===== config.mk =====
export PLATFORM = sky130hd
export DESIGN_NAME = distri_fifo
export DESIGN_NICKNAME = d
export VERILOG_FILES = /design/src/rtl/distri_fifo.sv
export SDC_FILE = /design/constraint.sdc
export NUM_CORES = 1
export LEC_CHECK = 0
export ABC_AREA = 1
export CORE_MARGIN = 2
export CORE_UTILIZATION = 50
export CTS_CLUSTER_SIZE = 25
export DETAILED_ROUTE_END_ITERATION = 16
export PLACE_DENSITY = 0.67
export SYNTH_ARGS = -nofsm -noshare
export SYNTH_HDL_FRONTEND = slang
export SYNTH_SLANG_ARGS = --single-unit

===== constraint.sdc =====
create_clock -name clk_i -period 7.47 [get_ports clk_i]
set_input_delay 1.8675 -clock clk_i [delete_from_list [all_inputs] [get_ports clk_i]]
set_output_delay 1.8675 -clock clk_i [all_outputs]
set_load 0.1 [all_outputs]

===== src/rtl/distri_fifo.sv =====
`default_nettype none
// ============================================================================
//  Module   : distri_fifo
//  Brief    : First-word-fall-through FIFO controller over distributed RAM
//             (synchronous write, asynchronous read) with flush and occupancy.
//  Revision : 1.0 - initial release
// ============================================================================
module distri_fifo #(
    parameter int unsigned DEPTH     = 16,
    parameter int unsigned XLEN      = 32,
    parameter int unsigned AWIDTH    = $clog2(DEPTH),
    parameter int unsigned AFULL_LVL = DEPTH - 2
) (
    input  logic              clk_i,
    input  logic              rst_i,
    input  logic              flush_i,
    input  logic              push_valid_i,
    input  logic [XLEN-1:0]   push_data_i,
    output logic              push_ready_o,
    output logic              pop_valid_o,
    output logic [XLEN-1:0]   pop_data_o,
    input  logic              pop_ready_i,
    output logic [AWIDTH:0]   count_o,
    output logic              almost_full_o
);

    localparam logic [AWIDTH:0] c_depth = (AWIDTH + 1)'(DEPTH);
    localparam logic [AWIDTH:0] c_afull = (AWIDTH + 1)'(AFULL_LVL);

    logic [XLEN-1:0]   r_mem [DEPTH];
    logic [AWIDTH-1:0] r_wr_ptr;
    logic [AWIDTH-1:0] r_rd_ptr;
    logic [AWIDTH:0]   r_cnt;

    logic w_push_fire;
    logic w_pop_fire;
    logic w_we;

    // Status depends only on registered occupancy, never on the handshake inputs.
    assign push_ready_o  = (r_cnt != c_depth);
    assign pop_valid_o   = (r_cnt != '0);
    assign count_o       = r_cnt;
    assign almost_full_o = (r_cnt >= c_afull);

    assign w_push_fire = push_valid_i & push_ready_o;
    assign w_pop_fire  = pop_valid_o & pop_ready_i;
    assign w_we        = w_push_fire & ~flush_i;

    assign pop_data_o = r_mem[r_rd_ptr];

    always_ff @(posedge clk_i) begin
        if (w_we) begin
            r_mem[r_wr_ptr] <= push_data_i;
        end
    end

    always_ff @(posedge clk_i or posedge rst_i) begin
        if (rst_i) begin
            r_wr_ptr <= '0;
            r_rd_ptr <= '0;
            r_cnt    <= '0;
        end else if (flush_i) begin
            r_wr_ptr <= '0;
            r_rd_ptr <= '0;
            r_cnt    <= '0;
        end else if (w_push_fire && w_pop_fire) begin
            r_wr_ptr <= r_wr_ptr + 1'b1;
            r_rd_ptr <= r_rd_ptr + 1'b1;
        end else if (w_push_fire) begin
            r_wr_ptr <= r_wr_ptr + 1'b1;
            r_cnt    <= r_cnt + 1'b1;
        end else if (w_pop_fire) begin
            r_rd_ptr <= r_rd_ptr + 1'b1;
            r_cnt    <= r_cnt - 1'b1;
        end
    end

`ifndef SYNTHESIS
    always @(posedge clk_i) begin
        if (!rst_i) begin
            assert (r_cnt <= c_depth);
            assert (AWIDTH'(r_wr_ptr - r_rd_ptr) == r_cnt[AWIDTH-1:0]);
        end
    end
`endif

endmodule
`default_nettype wire


# Word-level counts from Yosys, hierarchy flattened
# Memories as Yosys holds them, arrays and structs flattened.
# Index checks and enable logic that the tools add are counted.
[totals]
elab_cells = 36
n_memories = 1
register_bits = 13
ramBits = 512
[classes]
add_sub_neg = 4
n_eq_ne = 3
bitwise = 4
n_mux = 13
reduce_logical = 7
magnitude_cmp = 1
[memory_table]
columns = ["name", "depth", "width", "read_ports", "rd_ports_with_merged_regs", "write_ports", "line", "text"]
rows = [
  ["r_mem", 16, 32, 1, 0, 1, "30", "logic [XLEN-1:0] r_mem [DEPTH];"],
]
[ops]
columns = ["cell", "n"]
rows = [
  ["2-to-1 mux 4 bit", 7],
  ["2-to-1 mux 5 bit", 4],
  ["nonzero test 3 bit", 3],
  ["adder 4 x 1 -> 4 bit, second input constant", 2],
  ["adder 5 x 1 -> 5 bit, second input constant", 1],
  [">= comparator 5 x 4 -> 1 bit, second input constant", 1],
  ["!= test 5 bit, second input constant", 1],
  ["nonzero test 5 bit", 1],
  ["subtractor 5 x 1 -> 5 bit, second input constant", 1],
  ["AND reduction 2 bit", 2],
  ["AND 1 bit", 3],
  ["!= test 3 x 2 -> 1 bit, second input constant", 1],
  ["2-to-1 mux 1 bit", 2],
  ["!= test 2 bit, second input constant", 1],
  ["logical AND 1 bit", 1],
  ["inverter 1 bit", 1],
]

# Longest topological paths before layout
[logic_depth]
word_depth = 6
mapped_depth = 11

# Least setup slack after synthesis
# Ideal clock, no wire load.
[synth_timing]
kind = "reg2reg"
startpoint = "reg r_cnt[3], in the netlist count_o[3]"
endpoint = "mem r_mem[11][0] (enable)"
path_buffers = 0
arrival_ns = 4.127
path_slack_ns = 2.922
path_stages_with_launch = 7
required_time_ns = 7.049
cell_sequence = "dfrtp_1 -> nor2_1 -> nand3_1 -> nand2_1 -> inv_1 -> nand2_1 -> nor2_1"
[synth_between]
elab_chain_len = 5
[synth_rtl]
columns = ["element", "line", "text"]
rows = [
  ["start: declaration", "33", "logic [AWIDTH:0] r_cnt;"],
  ["start signal: assignment", "71", "r_cnt <= r_cnt + 1'b1;"],
  ["start signal: assignment", "74", "r_cnt <= r_cnt - 1'b1;"],
  ["!= test 5 bit", "40", "assign push_ready_o = (r_cnt != c_depth);"],
  ["via push_ready_o", "19", "output logic push_ready_o,"],
  ["AND 1 bit", "45", "assign w_push_fire = push_valid_i & push_ready_o;"],
  ["AND 1 bit", "47", "assign w_we = w_push_fire & ~flush_i;"],
  ["2-to-1 mux 1 bit", "52", "if (w_we) begin"],
  ["2-to-1 mux 1 bit (not written as such)", "53", "r_mem[r_wr_ptr] <= push_data_i;"],
  ["end: declaration", "30", ""],
]
# The timed path passes the listed nets, and every way through them passes these cells.

# Final worst setup path
[layout_timing]
startpoint = "reg r_rd_ptr[1]"
endpoint = "out pop_data_o[3]"
[layout_between]
elab_chain_len = 1
[layout_rtl]
columns = ["element", "line", "text"]
rows = [
  ["start: declaration", "32", "logic [AWIDTH-1:0] r_rd_ptr;"],
  ["start signal: assignment", "68", "r_rd_ptr <= r_rd_ptr + 1'b1;"],
  ["start signal: assignment", "73", "r_rd_ptr <= r_rd_ptr + 1'b1;"],
  ["memory (16 x 32 bit)", "n/a", ""],
  ["end: declaration", "21", "output logic [XLEN-1:0] pop_data_o,"],
]
# No other way between the ends.

==> results.txt <==
Hold/Removal Path Class -> register to register
# H-tree levels -> 2
Final net count -> 1,715
Buffers on Ports -> 76
Die ar. -> 43,800 sq um
Most frequent cells after synthesis -> edfxtp_1 (512), nor2_1 (385), o21ai_0 (177)
Sequential share of the synthesized area -> 74.6%
Share of cells above drive strength 1 -> 7.49%
CP endpoint kind -> primary output
CTS resizes -> 0
Met1 WL -> 21.5 mm
Critical path class -> register to primary output
Post-synth top area cell -> edfxtp_1
Total GRT Usage -> 22.0%
CP peak stage delay -> 1.15 ns
DRT iter0 DRCs -> 1,350
Comb pwr share -> 26.9%
Deepest clock path buffer count -> 3
# fillers -> 3,235
CTS tree -> done
Share of synthesized flip-flops with an asynchronous set or reset -> 2.48%
Post-synth EDFFs -> 512
Met3 WL -> 2.90 mm
Post-layout min period -> 6.16 ns
Cell Int Power -> 5.19 mW
Reg power frac -> 42.4%
Post-route ant nets -> 0
Status -> completed
First-pass DRT Iterations -> 5
Die Height -> 209 um
Final setup fails -> 0
Leakage -> 7.60 nW
Buf/Inv on CP -> 2
IO Pins -> 77
Detailed Place HPWL -> 22.9 mm
Number of setup buffers added after CTS -> 0
WL met2 -> 22.8 mm
Row cnt -> 75
Sw Pwr -> 2.73 mW
Global-route wire length before repair -> 73.3 mm
Critical path data arrival time -> 4.29 ns
Initial Utilization -> 50.4%
Crit-path cells -> buf_4 -> o21ai_0 -> o211ai_1 -> nand3_1 -> nand2_1 -> clkdlybuf4s50_1
Area share of the largest cell type after synthesis -> 73.0%
Number of global-route vias before repair -> 12,300
Clock transition at path regs -> 0.06 ns
TritonCTS buffer count -> 52
Clock power frac -> 30.7%
Grt ovf -> 0
Max Clock Freq -> 162 MHz
Core area -> 41,800 sq um
Most instantiated library cell after synthesis -> edfxtp_1
Period utilisation layout -> 82.5%
Die Span X -> 209 um
# Max-Cap Violations -> 0
Post-DP Area -> 22,300 sq um
Post-Syn Nets -> 1,667
Critical Path Start Type -> register
YS warnings -> 0
Power Density -> 332 nW/um^2
Initial antenna violation count -> 3
#FFs+latches synth -> 525
Largest cells by area after synthesis -> edfxtp_1 (73%), nor2_1 (6.9%), o211ai_1 (4.6%)
Top layer in use -> met4
Worst-margin pin slew -> 1.11 ns
Layout area overhead -> 13.2%
Worst skew pair latency -> 0.58 ns
Post-Syn Instances -> 1,620
Slew HR -> 25.7%
RSZ-0062 raised after global routing -> no
Root Driver -> clkbuf_16
Skew final -> 0.00986 ns
Setup TNS -> 0 ns
Vias -> 12,900
GP Congestion -> 0.724
Syn avg cell area -> 13.0 sq um
Largest net degree at the start of global routing -> 269
Yosys cell types -> 27
Total wire length -> 48.1 mm
Crit-path slowest cell -> clkdlybuf4s50_1
Cts hold-fix bufs -> 0
Clock sink count -> 525
Netlist Area Pre-Place -> 21,100 sq um
Post-route DRC -> 0
WL per Instance -> 21.4 um
Max IR drop VDD -> 0.000272 V
Vias per cell -> 5.73
Top FF cell, synth -> edfxtp_1
Critical Path RT -> 5.60 ns
Worst Path Max Fanout -> 97
Delay-heaviest family, CP -> buffers and inverters
Sw Ratio -> 34.5%
Max-slew violations -> 0
Hold violation count in the final report -> 0
Final instance area -> 23,800 sq um
==> tightest hold or removal path: cells and delay by family (launching register included) <==
kind	cells	cell delay [ns]
AND/OR/NAND/NOR	2	0.13
flip-flops	1	0.42
==> registers in the layout, indices dropped and copies added, names as in the netlist <==
signal and cells:
r_rd_ptr 4, count_o 5, r_mem 512, r_wr_ptr 4
==> cells in the final DEF (no fill, tap or decap) <==
master and instances:
clkbuf_1 14, clkinvlp_4 2, nand2_1 65, o21ai_0 177, o21ai_1 87, inv_2 2
clkdlybuf4s50_1 76, fa_1 1, dfrtp_1 9, nor2_4 16, nand2_2 1, clkinv_2 11
dfrtp_4 2, clkinv_1 13, nor2_2 5, nor2_1 369, edfxtp_1 512, xnor2_1 1
nand3_1 82, clkbuf_16 53, buf_12 2, diode_2 3, o211ai_1 128, bufinv_16 2
buf_4 24, clkinv_4 1, inv_1 24, ha_1 9, inv_8 1, or2_2 2
dfrtp_2 2, xor2_1 2, o21ai_2 2, a21oi_1 12, nor3_1 1
==> final cells by class <==
type                       count  area [sq um]  area share, %
multi-input combinational    960          4790           20.1
clock buffer                  67          1380           5.78
clock inverter                29           188          0.787
timing repair buffer         102           981           4.11
sequential                   525         15700           65.9
tap                          539           674           2.83
inverter                      27           109          0.457
antenna                        3          7.51         0.0315
==> power by group through the flow <==
stage | Combinational (mW) | Sequential (mW) | Clock (mW)
detailed placement | 2.14 | 3.42 | 0
floorplan | 1.63 | 3.45 | 0
CTS | 2.14 | 3.36 | 2.46
global route | 2.30 | 3.37 | 2.58
finish | 2.13 | 3.36 | 2.43
global placement | 2.11 | 3.42 | 0
==> kinds of logic (layout without fill, tap and decap cells) <==
| group | count (synthesis) | in the layout | share of synthesized area [%] |
|---|---|---|---|
| other cells | 0 | 3 | 0 |
| flops | 525 | 525 | 74.6 |
| buf+inv | 135 | 225 | 3.24 |
| compound gates | 406 | 406 | 11.2 |
| simple gates | 541 | 541 | 10.2 |
| xor+xnor | 3 | 3 | 0.125 |
| fa+ha+maj | 10 | 10 | 0.630 |
==> final timing paths <==
check | startpoint | endpoint | slack [ns] | depth (start not counted)
setup / recovery | r_rd_ptr[1]$_DFFE_PP0P_ | pop_data_o[3] | 1.31 | 6
setup reg to reg | count_o[1]$_DFFE_PP0P_ | r_mem[0][26]$_DFFE_PP_ | 4.48 | 7
max in group asynchronous | rst_i | r_rd_ptr[0]$_DFFE_PP0P_ | 5.38 | 2
hold reg to reg | count_o[3]$_DFFE_PP0P_ | count_o[3]$_DFFE_PP0P_ | 0.58 | 2
hold / removal | count_o[3]$_DFFE_PP0P_ | count_o[3]$_DFFE_PP0P_ | 0.58 | 2
min in group asynchronous | rst_i | count_o[4]$_DFFE_PP0P_ | 1.66 | 2
==> per-stage QoR <==
step                total power, mW  setup slack [ns]  hold slack, ns  std cells  utilization, %
finish                         7.92              1.31           0.578       2252            57.1
global placement               5.53              2.03           0.560       2153            53.3
detailed placement             5.56              1.92           0.572       2153            53.3
floorplan                      5.08              2.92           0.587       1620               -
global route                   8.25              1.11           0.619       2251            57.1
CTS                            7.97              1.28           0.585       2249            57.1
==> routing by layer <==
layer  GRT usage, %  vias to the layer above
li1               -                     6037
met1           31.8                     6412
met2           34.9                      387
met3           3.58                       67
met4           6.43                        0
met5              0                        -
Note: power is estimated with default switching activity, not from simulation.
